**config.mk**
```make
export PLATFORM = sky130hd
export DESIGN_NAME = rf_bank
export DESIGN_NICKNAME = d
export VERILOG_FILES = /design/src/rtl/rf_bank.sv
export SDC_FILE = /design/constraint.sdc
export NUM_CORES = 1
export LEC_CHECK = 0
export CAP_MARGIN = 20
export CORE_AREA = 5 5 185 187
export CTS_CLUSTER_SIZE = 24
export DETAILED_ROUTE_END_ITERATION = 8
export DIE_AREA = 0 0 190 192
export PLACE_DENSITY = 0.62
export SLEW_MARGIN = 40
export SYNTH_ARGS = -nofsm -noshare
export SYNTH_HDL_FRONTEND = slang
export SYNTH_SLANG_ARGS = --single-unit
```
**constraint.sdc**
```tcl
create_clock -name clk -period 6.5 [get_ports clk]
set_input_delay 1.625 -clock clk [delete_from_list [all_inputs] [get_ports clk]]
set_output_delay 1.625 -clock clk [all_outputs]
set_load 0.05 [all_outputs]
```
**src/rtl/rf_bank.sv**
```systemverilog
// Per-core cell cache: one entry per core, serving one scheduler command at a time.
// Misses are filled through a single memory read port, and FLUSH writes back through the write port.
module rf_bank #(
  parameter  int NCORES = 4,
  parameter  int ADDR_W = 16,
  parameter  int DATA_W = 16,
  localparam int CW     = $clog2(NCORES),
  localparam int EW     = 3 + ADDR_W + DATA_W
) (
  input  logic                 clk,
  input  logic                 rst_n,
  input  logic                 cmd_valid,
  output logic                 cmd_ready,
  input  logic [CW-1:0]        cmd_core,
  input  logic [1:0]           cmd_op,
  input  logic [ADDR_W-1:0]    cmd_ptr,
  input  logic [DATA_W-1:0]    cmd_data,
  output logic                 done,
  output logic                 hit,
  output logic                 err,
  output logic                 mem_rd_valid,
  input  logic                 mem_rd_ready,
  output logic [ADDR_W-1:0]    mem_rd_addr,
  input  logic                 mem_resp_valid,
  input  logic [DATA_W-1:0]    mem_resp_data,
  output logic                 mem_wr_valid,
  input  logic                 mem_wr_ready,
  output logic [ADDR_W-1:0]    mem_wr_addr,
  output logic [DATA_W-1:0]    mem_wr_data,
  output logic [NCORES*EW-1:0] rf_out
);

  typedef enum logic [2:0] {
    IDLE    = 3'd0,
    RD_REQ  = 3'd1,
    RD_WAIT = 3'd2,
    WR_REQ  = 3'd3,
    DONE    = 3'd4
  } state_e;

  typedef enum logic [1:0] {
    OP_LOAD  = 2'b00,
    OP_STORE = 2'b01,
    OP_LOCK  = 2'b10,
    OP_FLUSH = 2'b11
  } op_e;

  state_e state_q, state_d;
  logic [CW-1:0] cur_q, cur_d;

  logic [NCORES-1:0]             valid_q, valid_d;
  logic [NCORES-1:0]             retr_q, retr_d;
  logic [NCORES-1:0]             lock_q, lock_d;
  logic [NCORES-1:0][ADDR_W-1:0] tag_q, tag_d;
  logic [NCORES-1:0][DATA_W-1:0] val_q, val_d;

  logic              done_q, done_d;
  logic              hit_q, hit_d;
  logic              err_q, err_d;
  logic              rd_valid_q, rd_valid_d;
  logic [ADDR_W-1:0] rd_addr_q, rd_addr_d;
  logic              wr_valid_q, wr_valid_d;
  logic [ADDR_W-1:0] wr_addr_q, wr_addr_d;
  logic [DATA_W-1:0] wr_data_q, wr_data_d;

  always_comb begin
    state_d    = state_q;
    cur_d      = cur_q;
    valid_d    = valid_q;
    retr_d     = retr_q;
    lock_d     = lock_q;
    tag_d      = tag_q;
    val_d      = val_q;
    done_d     = 1'b0;
    hit_d      = 1'b0;
    err_d      = 1'b0;
    rd_valid_d = rd_valid_q;
    rd_addr_d  = rd_addr_q;
    wr_valid_d = wr_valid_q;
    wr_addr_d  = wr_addr_q;
    wr_data_d  = wr_data_q;

    case (state_q)
      IDLE: begin
        if (cmd_valid) begin
          cur_d = cmd_core;
          case (op_e'(cmd_op))
            OP_LOAD: begin
              if (valid_q[cmd_core] && (tag_q[cmd_core] == cmd_ptr)) begin
                state_d = DONE;
                done_d  = 1'b1;
                hit_d   = 1'b1;
              end else if (lock_q[cmd_core] && (tag_q[cmd_core] != cmd_ptr)) begin
                state_d = DONE;
                done_d  = 1'b1;
                err_d   = 1'b1;
              end else begin
                valid_d[cmd_core] = 1'b0;
                retr_d[cmd_core]  = 1'b1;
                tag_d[cmd_core]   = cmd_ptr;
                rd_valid_d        = 1'b1;
                rd_addr_d         = cmd_ptr;
                state_d           = RD_REQ;
              end
            end
            OP_STORE: begin
              state_d = DONE;
              done_d  = 1'b1;
              if (lock_q[cmd_core] && (tag_q[cmd_core] != cmd_ptr)) begin
                err_d = 1'b1;
              end else begin
                tag_d[cmd_core]   = cmd_ptr;
                val_d[cmd_core]   = cmd_data;
                valid_d[cmd_core] = 1'b1;
              end
            end
            OP_LOCK: begin
              // LOCK toggles: a second LOCK releases the entry and reports hit
              state_d = DONE;
              done_d  = 1'b1;
              if (lock_q[cmd_core]) begin
                lock_d[cmd_core] = 1'b0;
                hit_d            = 1'b1;
              end else begin
                lock_d[cmd_core] = 1'b1;
                if (!valid_q[cmd_core]) begin
                  tag_d[cmd_core] = cmd_ptr;
                end else begin
                  tag_d[cmd_core] = tag_q[cmd_core];
                end
              end
            end
            OP_FLUSH: begin
              if (valid_q[cmd_core]) begin
                wr_valid_d = 1'b1;
                wr_addr_d  = tag_q[cmd_core];
                wr_data_d  = val_q[cmd_core];
                state_d    = WR_REQ;
              end else begin
                state_d = DONE;
                done_d  = 1'b1;
              end
            end
            default: state_d = IDLE;
          endcase
        end else begin
          state_d = IDLE;
        end
      end
      RD_REQ: begin
        if (mem_rd_ready) begin
          rd_valid_d = 1'b0;
          state_d    = RD_WAIT;
        end else begin
          state_d = RD_REQ;
        end
      end
      RD_WAIT: begin
        if (mem_resp_valid) begin
          val_d[cur_q]   = mem_resp_data;
          valid_d[cur_q] = 1'b1;
          retr_d[cur_q]  = 1'b0;
          state_d        = DONE;
          done_d         = 1'b1;
        end else begin
          state_d = RD_WAIT;
        end
      end
      WR_REQ: begin
        if (mem_wr_ready) begin
          wr_valid_d = 1'b0;
          state_d    = DONE;
          done_d     = 1'b1;
        end else begin
          state_d = WR_REQ;
        end
      end
      DONE:    state_d = IDLE;
      default: state_d = IDLE;
    endcase
  end

  always_ff @(posedge clk) begin
    if (!rst_n) begin
      state_q    <= IDLE;
      cur_q      <= '0;
      valid_q    <= '0;
      retr_q     <= '0;
      lock_q     <= '0;
      tag_q      <= '0;
      val_q      <= '0;
      done_q     <= 1'b0;
      hit_q      <= 1'b0;
      err_q      <= 1'b0;
      rd_valid_q <= 1'b0;
      rd_addr_q  <= '0;
      wr_valid_q <= 1'b0;
      wr_addr_q  <= '0;
      wr_data_q  <= '0;
    end else begin
      state_q    <= state_d;
      cur_q      <= cur_d;
      valid_q    <= valid_d;
      retr_q     <= retr_d;
      lock_q     <= lock_d;
      tag_q      <= tag_d;
      val_q      <= val_d;
      done_q     <= done_d;
      hit_q      <= hit_d;
      err_q      <= err_d;
      rd_valid_q <= rd_valid_d;
      rd_addr_q  <= rd_addr_d;
      wr_valid_q <= wr_valid_d;
      wr_addr_q  <= wr_addr_d;
      wr_data_q  <= wr_data_d;
    end
  end

  // done_q is only ever set on entry to DONE, so IDLE alone means no pulse pending
  assign cmd_ready    = (state_q == IDLE) && !done_q;
  assign done         = done_q;
  assign hit          = hit_q;
  assign err          = err_q;
  assign mem_rd_valid = rd_valid_q;
  assign mem_rd_addr  = rd_addr_q;
  assign mem_wr_valid = wr_valid_q;
  assign mem_wr_addr  = wr_addr_q;
  assign mem_wr_data  = wr_data_q;

  for (genvar i = 0; i < NCORES; i++) begin : g_pack
    assign rf_out[i*EW +: EW] = {valid_q[i], retr_q[i], lock_q[i], tag_q[i], val_q[i]};
  end

endmodule

```
==> flow_metrics.py <==
metrics = {
    "synth": {
        "avgSynthCellArea_um2": 9.35,
        "synth_compound_area_frac": 0.170,
        "synth_most_common_cell": "nand2_1",
        "synthTopCellsByCount": "nand2_1 (220), dfxtp_1 (198), mux2i_1 (81), clkbuf_1 (72), a21oi_1 (59)",
        "yosys-top-cells-area": "dfxtp_1 (42%), nand2_1 (8.7%), mux2i_1 (8.5%)",
        "muxShareOfSynthArea": 0.183,
        "synthFlopType": "dfxtp_1",
        "netlist_area_um2": 9550,
        "yosysWarnings": 0,
        "syn_nets": 1083,
        "synth_top_area_cell": "dfxtp_1",
        "synth_top_family_by_area": "multiplexers",
        "synthArstFlopShare": 0,
        "syn_inst": 1021,
        "synth_cell_types": 58,
        "synthSimpleGateAreaFrac": 0.153,
        "synth_edf_count": 0,
        "synthXorXnorAreaFrac": 0.0173,
        "synth_seq_area_share": 0.415,
        "synth_fa_ha_area_frac": 0.00524,
        "synth_top_area_frac": 0.415,
        "ys_ff_latch": 198,
    },
    "critical_path": {
        "r2r-end": "rf_out[121]",
        "reg2reg_depth": 7,
        "critPathArrivalTime_ns": 5.22,
        "crit_path_end_kind": "flop",
        "rrSetupSlack_ns": 3.13,
        "crit_path_start_kind": "input pin",
        "path_class": "in2reg",
        "worstPathRequired_ns": 6.81,
        "timing.rr.start": "rf_out[125]",
        "cp_max_fo": 23,
    },
    "grt": {
        "grt-ovfl-total": 0,
        "grtUsageMet2": 0.324,
        "busiest_layer": "met2",
        "grt_max_degree": 112,
        "track_usage": 0.200,
        "use_met1": 0.266,
        "grt_pass1_vias": 8963,
        "grt_pass1_wl_mm": 56.4,
        "grtUsageMet3": 0.0383,
        "antenna_found_initial": 2,
    },
    "final_layout": {
        "regArea_um2": 3960,
        "multi_input_area_um2": 5100,
        "fin_nets": 1281,
        "fill_cells": 3146,
        "layout-drive-gt1-share": 0.114,
        "fin_util": 0.402,
        "area_delta_synth_final_pct": 36.0,
    },
    "floorplan": {
        "initial_utilization": 0.296,
        "die_y_um": 192,
        "die_x_um": 190,
        "row_count": 66,
        "dieArea_um2": 36500,
        "core_region_area_um2": 32300,
        "ios": 252,
    },
    "sta": {
        "finalCritPeriodShare": 0.756,
        "report.final.setup_viol": 0,
        "period_needed_ns": 4.91,
        "clock_skew_ns": 0.00849,
        "slew_headroom": 0.439,
        "fmax_ghz": 0.204,
        "slew_viol_final": 0,
        "rsz0062_at_grt": "no",
        "setup_tns_ns": 0,
        "hold_viol": 0,
        "worstMarginPinSlew_ns": 0.842,
    },
    "power_and_ir_drop": {
        "p_leak_nw": 4.53,
        "vdd_drop_max_uv": 185,
        "power_density_nw_per_um2": 213,
    },
    "clocking": {
        "clkSinkCount": 198,
        "cts_setup_buffers": 0,
        "htreeDepth": 4,
        "hold_buffers": 0,
        "clk_pin_slew_worst_paths_ns": 0.07,
        "clock_latency_ns": 0.44,
        "root_buffer": "clkbuf_16",
        "ctsResizeCount": 0,
        "cts_made_buffers": 17,
        "cts_buffer_depth": 2,
        "cts_tree": "yes",
    },
    "drt": {
        "post_drt_wl_per_cell_um": 22.1,
        "drtAntennaViolNets": 0,
        "firstDrtPassIters": 5,
        "vias_per_cell": 5.24,
        "drt_iter0_markers": 728,
        "drc": 0,
        "num_vias": 8782,
        "wl_mm": 37.0,
    },
    "min_path": {
        "min_delay_path_depth": 2,
        "min_to": "mem_wr_addr[3]",
        "worstHoldPathType": "reg2reg",
        "worstHoldStart": "mem_wr_addr[3]",
    },
    "flow_run": {
        "cap_violations": 0,
    },
    "place": {
        "portBuffers": 251,
        "place.gp.congestion": 0.819,
        "dp_hpwl_mm": 25.1,
    },
    "status": {
        "status": "complete, no violations",
    },
}
## through the flow
stage / power, mW / area [um^2] / setup WS (ns) / instances / hold slack (ns)
5_1_grt: 2.87 / 13000 / 1.45 / 1675 / 0.477
4_1_cts: 2.79 / 13000 / 1.58 / 1674 / 0.458
2_1_floorplan: 1.55 / 9550 / 2.19 / 1021 / 0.563
3_3_place_gp: 1.71 / 12400 / 1.11 / 1642 / 0.442
6_report: 2.77 / 13000 / 1.59 / 1675 / 0.454
3_5_place_dp: 1.71 / 12400 / 1.12 / 1642 / 0.448
## worst max-delay path by stage
stage                           start           to  slack, ns
after floorplan           cmd_core[0]  rf_out[126]       2.19
after global placement    cmd_core[1]  rf_out[133]       1.11
after detailed placement  cmd_core[1]  rf_out[135]       1.12
after CTS                 cmd_core[1]  rf_out[135]       1.58
after global routing      cmd_core[1]  rf_out[134]       1.45
final                     cmd_core[1]  rf_out[121]       1.59
## registers in the layout, summed over array words and instances, names as in the netlist, named ones only
register      flops
mem_rd_addr      16
rf_out          128
state_q           3
mem_rd_valid      1
mem_wr_addr      16
done              1
mem_wr_valid      1
retr_q            4
hit               1
mem_wr_data      16
err               1
cur_q             2
## where the power goes
part / internal, mW / switching, mW / total [mW]
clock: 0.571 / 0.505 / 1.08
combinational: 0.153 / 0.272 / 0.425
sequential: 1.24 / 0.0239 / 1.26
total: 1.96 / 0.802 / 2.77
## layout make-up
class | instances | area share
Antenna cell | 1 | 0.000193
Clock buffer | 18 | 0.0330
Clock inverter | 14 | 0.0118
Inverter | 36 | 0.0104
Multi-Input combinational cell | 695 | 0.392
Sequential cell | 198 | 0.305
Tap cell | 442 | 0.0426
Timing Repair Buffer | 271 | 0.204
## placed cells by master (no fill, tap or decap), drive strengths merged, types with 3 or more instances in the layout
master	n
a21oi	59
a221oi	32
a22oi	32
a31oi	3
and2	3
and3	4
buf	23
clkbuf	18
clkdlybuf4s50	248
clkinv	5
clkinvlp	4
dfxtp	198
ha	4
inv	39
mux2	17
mux2i	81
mux4	33
nand2	220
nand2b	4
nand3	10
nand4	5
nor2	10
nor2b	4
nor3	12
nor4	6
o211ai	3
o21ai	6
o221a	16
o31ai	51
or3	36
or4	3
xnor2	16
## cells by family after synthesis
family / count (synthesis)
compound gates: 220
xor+xnor: 18
fa+ha+maj: 4
buf+inv: 128
flops: 198
mux: 131
simple gates: 322
## critical path, stage by stage
cell	delay, ns
buf_2	0.57
mux4_2	0.64
xnor2_1	0.21
nand4_1	0.24
nor4_4	0.53
nor3_2	0.16
or4_2	1.02
mux2i_1	0.21
## metal layers
layer  vias to the layer above  share of wire
li1                       4109              -
met1                      4306           0.44
met2                       309           0.48
met3                        56          0.055
met4                         2          0.029
met5                         -        0.00019
(Power assumes the default switching activity.)
